[src/rtl/alu_seq_if.sv]
// Handshake bundle between the decode stage (master) and alu_op_sequencer (slave).
// Request side: in_valid/in_ready plus opcode and operands.
// Result side: out_valid/out_ready plus rdval, busy and err.
interface alu_seq_if #(
  parameter int WIDTH = 16
) ();
  logic             in_valid;
  logic             in_ready;
  logic [3:0]       opcode;
  logic [WIDTH-1:0] rsval;
  logic [WIDTH-1:0] rtval;
  logic [2:0]       shamt;
  logic             out_valid;
  logic             out_ready;
  logic [WIDTH-1:0] rdval;
  logic             busy;
  logic             err;

  modport master (
    output in_valid, opcode, rsval, rtval, shamt, out_ready,
    input  in_ready, out_valid, rdval, busy, err
  );

  modport slave (
    input  in_valid, opcode, rsval, rtval, shamt, out_ready,
    output in_ready, out_valid, rdval, busy, err
  );
endinterface

[src/rtl/alu_op_sequencer.sv]
// alu_op_sequencer: front-end controller for the ALU datapath.
// Single-cycle ops finish in one cycle; MUL is an iterative shift-add and
// DIV an iterative restoring division, each taking WIDTH step cycles.
// Owns the HI/LO registers read back by MFLO/MFHI.
// Optional feature macro: ALU_SEQ_ERR_EN (err flags DIV-by-zero and
// undefined opcodes; without it err is always 0).
module alu_op_sequencer #(
  parameter int WIDTH = 16
) (
  input  logic       clk,
  input  logic       rst,
  alu_seq_if.slave   bus
);
  localparam int CW = $clog2(WIDTH);
`ifdef ALU_SEQ_ERR_EN
  localparam bit ERR_EN = 1'b1;
`else
  localparam bit ERR_EN = 1'b0;
`endif

  typedef enum logic [1:0] {S_IDLE, S_MUL, S_DIV, S_DONE} state_t;

  state_t             r_state;
  logic [WIDTH-1:0]   r_rdval;
  logic [WIDTH-1:0]   r_hi;
  logic [WIDTH-1:0]   r_lo;
  logic               r_out_valid;
  logic               r_busy;
  logic               r_err;
  logic [CW-1:0]      r_cnt;
  logic [WIDTH-1:0]   r_a;      // multiplicand (MUL) or divisor (DIV)
  logic [2*WIDTH-1:0] r_prod;   // MUL: {partial, multiplier}; DIV: {remainder, quotient}

  logic               w_accept;
  logic [WIDTH-1:0]   w_single;
  logic               w_err_flag;
  logic [WIDTH:0]     w_mul_sum;
  logic [2*WIDTH-1:0] w_mul_next;
  logic [WIDTH:0]     w_div_shift;
  logic [WIDTH:0]     w_div_trial;
  logic [2*WIDTH-1:0] w_div_next;

  assign w_accept      = bus.in_valid && (r_state == S_IDLE) && !r_out_valid;
  assign bus.in_ready  = (r_state == S_IDLE) && !r_out_valid;
  assign bus.out_valid = r_out_valid;
  assign bus.rdval     = r_rdval;
  assign bus.busy      = r_busy;
  assign bus.err       = r_err;

  // Result of every op that completes at the accept edge (DIV by zero included).
  always_comb begin
    w_single   = '0;
    w_err_flag = 1'b0;
    case (bus.opcode)
      4'd0:    w_single = bus.rsval + bus.rtval;
      4'd1:    w_single = bus.rsval << bus.shamt;
      4'd2:    w_single = bus.rsval >> bus.shamt;
      4'd3:    w_single = '0;
      4'd4:    begin w_single = '1; w_err_flag = 1'b1; end
      4'd6:    w_single = bus.rsval | bus.rtval;
      4'd7:    w_single = bus.rsval & bus.rtval;
      4'd11:   w_single = r_lo;
      4'd12:   w_single = r_hi;
      default: begin w_single = '0; w_err_flag = 1'b1; end
    endcase
  end

  // One shift-add step: add multiplicand into upper half when the current multiplier bit is set, then shift right.
  always_comb begin
    w_mul_sum  = {1'b0, r_prod[2*WIDTH-1:WIDTH]} + (r_prod[0] ? {1'b0, r_a} : {(WIDTH+1){1'b0}});
    w_mul_next = {w_mul_sum, r_prod[WIDTH-1:1]};
  end

  // One restoring step: shift next dividend bit into remainder, trial subtract, keep or restore.
  always_comb begin
    w_div_shift = {r_prod[2*WIDTH-1:WIDTH], r_prod[WIDTH-1]};
    w_div_trial = w_div_shift - {1'b0, r_a};
    if (w_div_trial[WIDTH])
      w_div_next = {w_div_shift[WIDTH-1:0], r_prod[WIDTH-2:0], 1'b0};
    else
      w_div_next = {w_div_trial[WIDTH-1:0], r_prod[WIDTH-2:0], 1'b1};
  end

  // Control FSM with registered outputs and HI/LO ownership.
  always_ff @(posedge clk or posedge rst) begin
    if (rst) begin
      r_state     <= S_IDLE;
      r_rdval     <= '0;
      r_hi        <= '0;
      r_lo        <= '0;
      r_out_valid <= 1'b0;
      r_busy      <= 1'b0;
      r_err       <= 1'b0;
      r_cnt       <= '0;
    end else begin
      case (r_state)
        S_IDLE: begin
          if (w_accept) begin
            if (bus.opcode == 4'd3) begin
              r_state <= S_MUL;
              r_busy  <= 1'b1;
              r_cnt   <= CW'(WIDTH-1);
            end else if (bus.opcode == 4'd4 && bus.rtval != '0) begin
              r_state <= S_DIV;
              r_busy  <= 1'b1;
              r_cnt   <= CW'(WIDTH-1);
            end else begin
              r_state     <= S_DONE;
              r_out_valid <= 1'b1;
              r_rdval     <= w_single;
              r_err       <= w_err_flag & ERR_EN;
              if (bus.opcode == 4'd4) begin
                r_lo <= '1;
                r_hi <= bus.rsval;
              end
            end
          end
        end
        S_MUL: begin
          if (r_cnt == '0) begin
            r_state     <= S_DONE;
            r_busy      <= 1'b0;
            r_out_valid <= 1'b1;
            r_err       <= 1'b0;
            r_rdval     <= w_mul_next[WIDTH-1:0];
            r_lo        <= w_mul_next[WIDTH-1:0];
            r_hi        <= w_mul_next[2*WIDTH-1:WIDTH];
          end else begin
            r_cnt <= r_cnt - 1'b1;
          end
        end
        S_DIV: begin
          if (r_cnt == '0) begin
            r_state     <= S_DONE;
            r_busy      <= 1'b0;
            r_out_valid <= 1'b1;
            r_err       <= 1'b0;
            r_rdval     <= w_div_next[WIDTH-1:0];
            r_lo        <= w_div_next[WIDTH-1:0];
            r_hi        <= w_div_next[2*WIDTH-1:WIDTH];
          end else begin
            r_cnt <= r_cnt - 1'b1;
          end
        end
        S_DONE: begin
          if (bus.out_ready) begin
            r_state     <= S_IDLE;
            r_out_valid <= 1'b0;
            r_err       <= 1'b0;
          end
        end
        default: r_state <= S_IDLE;
      endcase
    end
  end

  // Iteration datapath: operands loaded on accept, advanced one step per MUL/DIV cycle.
  always_ff @(posedge clk) begin
    if (w_accept) begin
      if (bus.opcode == 4'd3) begin
        r_a    <= bus.rsval;
        r_prod <= {{WIDTH{1'b0}}, bus.rtval};
      end else begin
        r_a    <= bus.rtval;
        r_prod <= {{WIDTH{1'b0}}, bus.rsval};
      end
    end else if (r_state == S_MUL) begin
      r_prod <= w_mul_next;
    end else if (r_state == S_DIV) begin
      r_prod <= w_div_next;
    end
  end
endmodule

[src/flat_wrapper.sv]
// flat-port wrapper written by rule: the top's interface ports become plain ports
module alu_op_sequencer_flat 
#(
  parameter int WIDTH = 16
)
  (clk, rst, bus_in_valid, bus_opcode, bus_rsval, bus_rtval, bus_shamt, bus_out_ready, bus_in_ready, bus_out_valid, bus_rdval, bus_busy, bus_err);
  alu_seq_if #(.WIDTH(WIDTH)) bus_i ();
  input  logic clk;
  input  logic rst;
  input wire logic [$bits(bus_i.in_valid)-1:0] bus_in_valid;
  input wire logic [$bits(bus_i.opcode)-1:0] bus_opcode;
  input wire logic [$bits(bus_i.rsval)-1:0] bus_rsval;
  input wire logic [$bits(bus_i.rtval)-1:0] bus_rtval;
  input wire logic [$bits(bus_i.shamt)-1:0] bus_shamt;
  input wire logic [$bits(bus_i.out_ready)-1:0] bus_out_ready;
  output wire logic [$bits(bus_i.in_ready)-1:0] bus_in_ready;
  output wire logic [$bits(bus_i.out_valid)-1:0] bus_out_valid;
  output wire logic [$bits(bus_i.rdval)-1:0] bus_rdval;
  output wire logic [$bits(bus_i.busy)-1:0] bus_busy;
  output wire logic [$bits(bus_i.err)-1:0] bus_err;
  assign bus_i.in_valid = bus_in_valid;
  assign bus_i.opcode = bus_opcode;
  assign bus_i.rsval = bus_rsval;
  assign bus_i.rtval = bus_rtval;
  assign bus_i.shamt = bus_shamt;
  assign bus_i.out_ready = bus_out_ready;
  assign bus_in_ready = bus_i.in_ready;
  assign bus_out_valid = bus_i.out_valid;
  assign bus_rdval = bus_i.rdval;
  assign bus_busy = bus_i.busy;
  assign bus_err = bus_i.err;
  alu_op_sequencer #(.WIDTH(WIDTH)) u_core (.clk(clk), .rst(rst), .bus(bus_i));
endmodule
[config.mk]
export PLATFORM = sky130hd
export DESIGN_NAME = alu_op_sequencer_flat
export DESIGN_NICKNAME = d
export VERILOG_FILES = /design/src/rtl/alu_seq_if.sv /design/src/rtl/alu_op_sequencer.sv /design/src/flat_wrapper.sv
export SDC_FILE = /design/constraint.sdc
export NUM_CORES = 1
export LEC_CHECK = 0
export ABC_AREA = 1
export BUFFER_PORTS_ARGS = -buffer_cell sky130_fd_sc_hd__buf_4
export CAP_MARGIN = 0
export CORE_AREA = 2 2 168 170
export DETAILED_ROUTE_END_ITERATION = 8
export DIE_AREA = 0 0 170 172
export PLACE_DENSITY = 0.66
export SLEW_MARGIN = 10
export SYNTH_ARGS = -nofsm -noshare
export SYNTH_HDL_FRONTEND = slang
export SYNTH_SLANG_ARGS = --single-unit
[constraint.sdc]
create_clock -name clk -period 8 [get_ports clk]
set_clock_uncertainty 0.2 [all_clocks]
set_input_delay 0.4 -clock clk [delete_from_list [all_inputs] [get_ports clk]]
set_output_delay 0.4 -clock clk [all_outputs]
set_load 0.02 [all_outputs]
## After elaboration in Yosys (flattened, before gate mapping)

Cells that the tools add are included.

| word-level totals | value |
|---|---|
| bits in registers | 105 |
| bits in latches | 0 |
| RAM bits | 0 |
| ROM bits | 0 |
| bits of input ports | 43 |
| output and inout bits | 20 |
| logic and storage cells | 110 |
| memories kept | 0 |

| cells by class | value |
|---|---|
| add/subtract/negate cells | 4 |
| $mul | 0 |
| div/mod/pow operators | 0 |
| magnitude comparators | 0 |
| equality and inequality tests | 21 |
| shift-type cells | 2 |
| mux-type cells | 52 |
| bitwise gates (word level) | 2 |
| reduce and logical (&&, ||, !) cells | 19 |

Operators with widths:

| cell | number |
|---|---|
| $mux W16 | 18 |
| $pmux W16 S3 | 3 |
| $mux W32 | 4 |
| $pmux W16 S8 | 1 |
| $add A16 B17 Y17 | 1 |
| $sub A17 B16 Y17 | 1 |
| $add A16 B16 Y16 | 1 |
| $and A16 B16 Y16 | 1 |
| $mux W4 | 4 |
| $or A16 B16 Y16 | 1 |
| $reduce_bool A16 Y1 | 1 |
| $shl A16 B3 Y16 | 1 |
| $shr A16 B3 Y16 | 1 |
| $mux W1 | 13 |
| $eq A4 B3 Y1 const B | 3 |
| $ne A2 B2 Y1 const B | 5 |
| $eq A4 B2 Y1 const B | 2 |
| $eq A4 B4 Y1 const B | 2 |
| $logic_not A4 Y1 | 2 |
| $mux W2 | 4 |
| $ne A2 B1 Y1 const B | 4 |
| $pmux W4 S2 | 1 |
| $reduce_and A4 Y1 | 2 |
| $reduce_and A7 Y1 | 1 |
| 17 further kinds | 23 |

## Logic depth before layout (Yosys ltp)

Gate-level depths: netlist of run 1.

| logic depth | value |
|---|---|
| depth in word-level cells | 6 |
| mapped depth | 18 |
| gate-level depth less buffers | 17 |

## Worst setup path before layout of run 1

No wires, ideal clock.

| timing path | value |
|---|---|
| path kind | register to register |
| start point | register u_core.r_state[0] |
| end point | register u_core.r_prod[0] (enable) |
| library setup time | 389 ps |
| data arrival time | 2279 ps |
| data required time | 7411 ps |
| path slack | 5132 ps |
| cell stages (with the launch flop) | 9 |
| path buffers | 2 |
| path through | dfrtp_1 inv_1 ha_1 inv_2 nor2_2 nand2_1 buf_2 buf_1 nand2_1 |

| on the way | value |
|---|---|
| longest elaborated chain between the ends | 4 |
| elaborated cells between the ends (all ways) | 6 |
| classes of those cells | eq/ne: 2; reduce/logical: 4 |

RTL lines:

| item | RTL line | text |
|---|---|---|
| start: declaration | alu_op_sequencer.sv:23 | `state_t r_state;` |
| start signal: assignment | alu_op_sequencer.sv:87 | `r_state <= S_IDLE;` |
| start signal: assignment | alu_op_sequencer.sv:100 | `r_state <= S_MUL;` |
| start signal: assignment | alu_op_sequencer.sv:104 | `r_state <= S_DIV;` |
| $logic_not A2 Y1 | alu_op_sequencer.sv:43 | `assign w_accept = bus.in_valid && (r_state == S_IDLE) && !r_out_valid;` |
| $logic_and A1 B1 Y1 (2 in a row) | alu_op_sequencer.sv:43 |  |
| $reduce_bool A3 Y1 (no source line) (*) | n/a |  |
| end signal: assignment | alu_op_sequencer.sv:162 | `r_prod <= {{WIDTH{1'b0}}, bus.rtval};` |
| end signal: assignment | alu_op_sequencer.sv:165 | `r_prod <= {{WIDTH{1'b0}}, bus.rsval};` |
| end signal: assignment | alu_op_sequencer.sv:168 | `r_prod <= w_mul_next;` |
| end: declaration | alu_op_sequencer.sv:32 | `logic [2*WIDTH-1:0] r_prod;` |

Every way passes the cells marked *; elsewhere a longest branch is shown, timed or not.
A chain may end at the register's enable or synchronous reset.

## Final worst setup path of run 1

| timing path | value |
|---|---|
| start point | register u_core.r_state[1] |
| end point | register u_core.r_rdval[6], in the netlist u_core.bus.rdval[6] |

| on the way | value |
|---|---|
| longest elaborated chain between the ends | 5 |
| elaborated cells between the ends (all ways) | 13 |
| classes of those cells | eq/ne: 7; mux: 1; reduce/logical: 5 |

RTL lines:

| item | RTL line | text |
|---|---|---|
| $logic_not A2 Y1 | alu_op_sequencer.sv:43, alu_op_sequencer.sv:96 |  |
| $logic_and A1 B1 Y1 (2 in a row) | alu_op_sequencer.sv:43 |  |
| $ne A2 B1 Y1 (no source line) | n/a |  |
| $reduce_and A6 Y1 (no source line) | n/a |  |
| end signal: assignment | alu_op_sequencer.sv:110 | `r_rdval <= w_single;` |
| end signal: assignment | alu_op_sequencer.sv:125 | `r_rdval <= w_mul_next[WIDTH-1:0];` |
| end signal: assignment | alu_op_sequencer.sv:138 | `r_rdval <= w_div_next[WIDTH-1:0];` |
| end: declaration | alu_op_sequencer.sv:24 | `logic [WIDTH-1:0] r_rdval;` |

Several ways; a longest one is shown, not always the timed one.

==> results.yml, run 1 <==
logic_synthesis:
  syn-cell-area_sq_mm: 0.0103
  synth_area_leaders: "nand2_1 21%, edfxtp_1 14%, dfrtp_1 14%"
  synth.distinct_cells: 41
  synth_top_cell_by_area: "nand2_1"
  synth_top_area_share_pct: 20.8
  synth_cells: 1681
  yosys_warnings: 0
  synth_edf_count: 48
  ys_seq_area_share_pct: 27.5
  synth_fp_nets: 1797
  dominantRegCellSynth: "dfrtp_1"
  postSynthAreaPerCell_sq_um: 6.14
  synth_seq_cells: 104
  async_flop_share_pct: 53.8
routing:
  met2_length_microns: 17200
  wirelength_microns: 38100
  route.detailed.drc: 0
  wl_per_cell_microns: 18.5
  drt_iter0_drc: 969
  ant_nets: 0
  viasPerCell: 5.41
  dr.pass1.iters: 5
  wl_met3_microns: 2800
  drt-met1-wl_microns: 16200
  via_count: 11100
  top_layer: "met4"
clock_tree:
  clock_latency_ns: 0.36
  path_clk_slew_ns: 0.08
  cts_setup_buffers: 0
  cts_tree: "built"
  clock_tree.buffer_depth: 2
  cts_made_buffers: 9
  cts_resized: 0
  clock_sinks: 104
  cts_root_buf: "clkbuf_16"
  ctsHoldBuffers: 0
  ctsHtreeMaxLevel: 3
placement:
  dpl.cell_count: 2040
  finalWeightedCongestion: 0.970
  post-place-ws_ns: 4.06
  hpwlAfterDp_microns: 29800
  io_buffers: 61
global_route:
  grt_pass1_wl_microns: 58000
  grt_overflow: 0
  antenna_found_initial: 0
  grt_start_max_net_pins: 62
  grt_pass1_vias: 10400
  grtUsageTotal_pct: 26.1
setup_path:
  crit_path_end_kind: "flop"
  cp_data_required_time_ns: 8.10
  crit_fanout: 40
  crit_type: "flop to flop"
  start_kind: "flop"
  worstPathArrival_ns: 4.10
timing:
  worstMarginPinSlew_ns: 0.950
  post-route-min-period_ns: 4.00
  setup_tns_ns: 0
  fin_crit_sh_pct: 50.0
  timing.fmax_ghz: 0.250
  setup_slack_ns: 4.00
  finalMaxSlewViolations: 0
  relSlewSlack_pct: 36.5
  finalSetupViolations: 0
  grt_setup_unrepaired: "false"
  timing.final.hold_violations: 0
run_status:
  status: "completed"
power_and_ir_drop:
  power_density_mw_per_mm2: 419
  leakagePower_nw: 6.03
  worst_ir_drop_vdd_mv: 0.198
cells_and_area:
  num_antenna_cells: 0
  drive_gt1_share_pct: 6.32
  nets: 1821
  fin_util_pct: 41.2
  layout_commonest_cell: "nand2_1"
  syn2layout_area_growth_pct: 9.58
  fin_cells: 2056
  layout_common_cells: "573 x nand2_1, 240 x inv_1, 144 x nand3_1"
floorplanning:
  die_w_microns: 170
  io_pins: 63
  die_h_microns: 172
  die-area_sq_mm: 0.0292
  start_util_pct: 37.6
  core_area_sq_mm: 0.0275
  rows: 61
worst_hold_path:
  hold_path_class: "input port to asynchronous set/reset pin"
run:
  max_cap_violations: 0
## sequential cells by signal (all words and copies together) (netlist names)
register,cells
u_core.r_prod,32
u_core.bus.rdval,16
u_core.r_a,16
u_core.r_hi,16
u_core.r_lo,16
u_core.r_cnt,4
u_core.r_state,2
u_core.bus.busy,1
u_core.bus.out_valid,1
## final timing paths
kind	from	end	slack (ns)	cells after the start
max in group asynchronous	rst	u_core.r_hi[2]$_DFFE_PP0P_	7.03	3
worst max register to register	u_core.r_state[1]$_DFFE_PP0P_	u_core.bus.rdval[6]$_DFFE_PP0P_	4.00	11
worst min register to register	u_core.r_lo[2]$_DFFE_PP0P_	u_core.r_lo[2]$_DFFE_PP0P_	0.29	2
min in group clk	bus_rsval[0]	u_core.r_a[0]$_DFFE_PP_	0.17	3
worst max-delay path	u_core.r_state[1]$_DFFE_PP0P_	u_core.bus.rdval[6]$_DFFE_PP0P_	4.00	11
worst min-delay path	rst	u_core.bus.rdval[13]$_DFFE_PP0P_	0.04	3
## critical path, cell delays in order, from the launching register on
cell      delay, ns
dfrtp_1        0.41
inv_1          0.09
ha_1           0.27
buf_4          0.38
clkinv_1       0.87
nand2_1        0.45
nand2_1        0.09
nor2_1         0.10
nand2_1        0.55
inv_1          0.31
nand3_1        0.12
nand2_1        0.07
## routing by layer
metal,global-route usage (%),vias up
li1,-,5456
met1,34.0,5120
met2,43.1,467
met3,3.43,81
met4,12.7,0
met5,0,-
## metrics by stage
step	area (sq um)	total power, W	hold slack [ns]
floorplan	10300	0.00338	0.242
global placement	11000	0.00419	0.266
detailed placement	11000	0.00426	0.271
CTS	11300	0.00471	0.0847
global route	11300	0.00520	0.111
finish	11300	0.00474	0.0428
## cells in the mapped netlist (5+ instances only)
library cell,n
nand3_1,144
nand4_1,17
a21oi_1,103
nor2_1,135
clkbuf_1,33
edfxtp_1,48
buf_2,9
dfrtp_1,56
o22ai_1,6
ha_1,70
o21a_1,6
nor3_1,6
inv_1,241
a211oi_1,15
nand3b_1,8
xor2_1,5
buf_1,7
o21ai_0,123
o21ai_1,12
and2_1,5
nand2_1,573
nor2_2,11
## cell type report
cell class	count	area, sq um
Clock buffer	9	225
Clock inverter	7	63.8
Fill cell	2990	16200
Inverter	247	927
Multi-Input combinational cell	1275	6310
Sequential cell	104	2840
Tap cell	346	433
Timing Repair Buffer	68	510
## logic make-up after synthesis
family	synth area share, %
fa+ha+maj	9.06
other cells	0.0363
mux	0.388
simple gates	36.2
compound gates	14.8
flops	27.5
xor+xnor	0.594
buf+inv	11.4
## report_power, final
| part | switching (W) | internal, W |
|---|---|---|
| clock network | 0.000224 | 0.000218 |
| registers | 0.000234 | 0.000927 |
| logic | 0.00214 | 0.000994 |
| total | 0.00260 | 0.00214 |
Note: power is estimated with default switching activity, not from simulation.
==> run 2: changes to the inputs <==
- ABC_AREA: 1 -> 0
- CORE_AREA: 2 2 168 170 -> 2 2 163 165
- DIE_AREA: 0 0 170 172 -> 0 0 165 167
- clock period: 8 -> 4.2 ns (I/O delays scaled with it)
==> run 2 against run 1 <==
Register-to-register slack lost 3.4 ns. Clock power up 100%. Global-route usage fell by 2.7 points. Power grew 82%. Combinational power up 78%. Highest routed layer unchanged.
==> results.yml, run 2 <==
global_route:
  grt_start_max_net_pins: 61
  grtUsageTotal_pct: 23.4
  grt_pass1_wl_microns: 50100
  grt_overflow: 0
  grt_pass1_vias: 8915
  antenna_found_initial: 0
setup_path:
  cp_data_required_time_ns: 4.28
  crit_fanout: 15
  cp_common_cell: "o21ai_0"
  crit_slowest_cell: "a2111oi_0"
  crit_type: "flop to flop"
  cp_slowest_stage_delay_ns: 0.52
  crit_path_end_kind: "flop"
  worstPathArrival_ns: 3.65
  path_cells: "inv_1 > nor2_1 > ha_1 > a2111oi_0 > o21ai_0 > nand2_1 > a21oi_1 > o21ai_0 > nand3_1 > a311o_1 > a22oi_1"
  start_kind: "flop"
cells_and_area:
  syn2layout_area_growth_pct: 10.9
  num_antenna_cells: 0
  nets: 1340
  final.fill_count: 2545
  fin_util_pct: 41.5
  layout_common_cells: "159 x nand2_1, 103 x nor2_1, 92 x o21ai_0"
  seqCellArea_sq_mm: 0.00284
  layout_commonest_cell: "nand2_1"
  largest_reg_flops: 32
  top_register: "u_core.r_prod"
  multi_input_area_sq_mm: 0.00619
  drive_gt1_share_pct: 11.9
clock_tree:
  clock_tree.buffer_depth: 2
  cts_made_buffers: 9
  clock_latency_ns: 0.36
  cts_root_buf: "clkbuf_16"
  ctsHtreeMaxLevel: 3
  clock_sinks: 104
  cts_setup_buffers: 0
  path_clk_slew_ns: 0.08
  cts_tree: "built"
timing:
  finalMaxSlewViolations: 0
  post-route-min-period_ns: 3.57
  fin_crit_sh_pct: 85.1
  worstMarginPinSlew_ns: 0.903
  relSlewSlack_pct: 39.4
  finalSetupViolations: 0
  timing.final.hold_violations: 0
  setup_tns_ns: 0
  grt_setup_unrepaired: "false"
  timing.fmax_ghz: 0.280
routing:
  wl_per_cell_microns: 20.3
  met2_length_microns: 14500
  ant_nets: 0
  wirelength_microns: 31800
  top_layer: "met4"
  wl_met3_microns: 2000
  viasPerCell: 5.97
  drt_iter0_drc: 894
  route.detailed.drc: 0
  via_count: 9338
  dr.pass1.iters: 5
  drt-met1-wl_microns: 14000
logic_synthesis:
  synth.most_common_cell: "nand2_1"
  synth_top_area_share_pct: 14.9
  async_flop_share_pct: 53.8
  synth_area_leaders: "edfxtp_1 15%, dfrtp_1 15%, ha_1 9.1%"
  synthTopCellsByCount: "159 x nand2_1, 103 x nor2_1, 92 x o21ai_0, 90 x a21oi_1, 78 x inv_1"
  ys_seq_area_share_pct: 29.5
  dominantRegCellSynth: "dfrtp_1"
  synth_top_cell_by_area: "edfxtp_1"
  syn-cell-area_sq_mm: 0.00965
  synth_cells: 1199
  synth_seq_cells: 104
  synth_fp_nets: 1315
  synth.distinct_cells: 87
  postSynthAreaPerCell_sq_um: 8.05
  synth_edf_count: 48
  yosys_warnings: 0
floorplanning:
  die-area_sq_mm: 0.0276
  io_pins: 63
  start_util_pct: 37.5
  rows: 59
  die_w_microns: 165
  die_h_microns: 167
  core_area_sq_mm: 0.0258
power_and_ir_drop:
  pwr-share-comb_pct: 64.8
  worst_ir_drop_vdd_mv: 0.402
  clkPwrFrac_pct: 10.4
  power_density_mw_per_mm2: 808
  p_switching_w: 0.00427
  leakagePower_nw: 4.61
  seq_power_share_pct: 24.8
  p_sw_share_pct: 49.4
  internal_power_w: 0.00437
run_status:
  status: "completed"
worst_hold_path:
  hold_path_class: "input port to flop"
placement:
  finalWeightedCongestion: 0.987
  hpwlAfterDp_microns: 24500
  io_buffers: 61
run:
  max_cap_violations: 0
[run 2: changes by cell type in the layout (fill, tap and decap cells not counted), moves of 17 or more]
cell	previous run	this run
nand2_1	573	159
inv_1	240	77
nand3_1	144	22
a31oi_1	3	40
nand2b_1	0	32
o21ai_0	123	92
nor2_1	133	103
a221oi_1	0	26
a21o_1	0	17
[run 2: area by class of cell]
cell class                 instances  share of cell area, %
clock buffer                      12                   2.61
clock inverter                     4                  0.281
multi-input combinational        944                   57.8
tap                              335                   3.92
inverter                          80                   2.81
sequential                       104                   26.6
timing repair buffer              85                   5.99
[run 2: metrics by stage]
stage | area (sq um) | total power (W) | cells | hold WS, ns | worst slack (ns)
floorplan | 9650 | 0.00615 | 1199 | 0.197 | 1.05
global placement | 10400 | 0.00760 | 1547 | 0.150 | 0.862
detailed placement | 10400 | 0.00767 | 1547 | 0.160 | 0.758
CTS | 10700 | 0.00860 | 1564 | 0.0255 | 0.685
global route | 10700 | 0.00934 | 1564 | 0.0379 | 0.368
finish | 10700 | 0.00864 | 1564 | 0.0394 | 0.626
[run 2: layer usage]
metal / vias to the layer above / global-route usage [%]
met4: 0 / 9.26
met3: 68 / 2.79
met2: 398 / 37.1
li1: 4441 / -
met1: 4431 / 32.4
met5: - / 0
[run 2: final timing paths]
| check | depth (start not counted) | slack (ns) | startpoint | end |
|---|---|---|---|---|
| worst max-delay path | 11 | 0.63 | u_core.r_prod[0]$_DFFE_PP_ | u_core.r_hi[13]$_DFFE_PP0P_ |
| worst min-delay path | 3 | 0.04 | bus_rsval[13] | u_core.r_a[13]$_DFFE_PP_ |
| worst max register to register | 11 | 0.63 | u_core.r_prod[0]$_DFFE_PP_ | u_core.r_hi[13]$_DFFE_PP0P_ |
| worst min register to register | 1 | 0.28 | u_core.bus.rdval[4]$_DFFE_PP0P_ | u_core.bus.rdval[4]$_DFFE_PP0P_ |
| max in group asynchronous | 4 | 2.55 | rst | u_core.r_hi[4]$_DFFE_PP0P_ |
| min in group asynchronous | 3 | 0.31 | rst | u_core.r_cnt[0]$_DFFE_PP0P_ |
[run 2: cells by family after synthesis]
group                      Yosys count  synth area share (%)
and+or+nand+nor                    409                  20.0
AOI/OAI and AO/OA                  405                  27.9
buffers and inverters              151                  6.73
DFF                                104                  29.5
adders and majority gates           73                  9.70
muxes                               33                  4.06
xor gates and xnor gates            23                  2.09
other                                1                0.0389
[run 2: critical path: cells and delay by family (launching register included)]
| family | cells | cell delay [ns] |
|---|---|---|
| buf+inv | 1 | 0.39 |
| flops | 1 | 0.43 |
| compound gates | 6 | 1.67 |
| fa+ha+maj | 1 | 0.37 |
| simple gates | 3 | 0.42 |
[run 2: power by group through the flow]
stage / Clock, W / Combinational [W] / Sequential, W
5_1_grt: 0.000957 / 0.00619 / 0.00219
3_5_place_dp: 0 / 0.00553 / 0.00214
6_report: 0.000898 / 0.00560 / 0.00214
4_1_cts: 0.000906 / 0.00556 / 0.00213
2_1_floorplan: 0 / 0.00408 / 0.00207
3_3_place_gp: 0 / 0.00546 / 0.00214
[run 2: repair_timing]
| item | in CTS | in global routing |
|---|---|---|
| hold buffers | 1 | 0 |
| endpoints found under the setup margin | 0 | 0 |
| endpoints found under the hold margin | 29 | 0 |
| gates resized for setup | 0 | 0 |
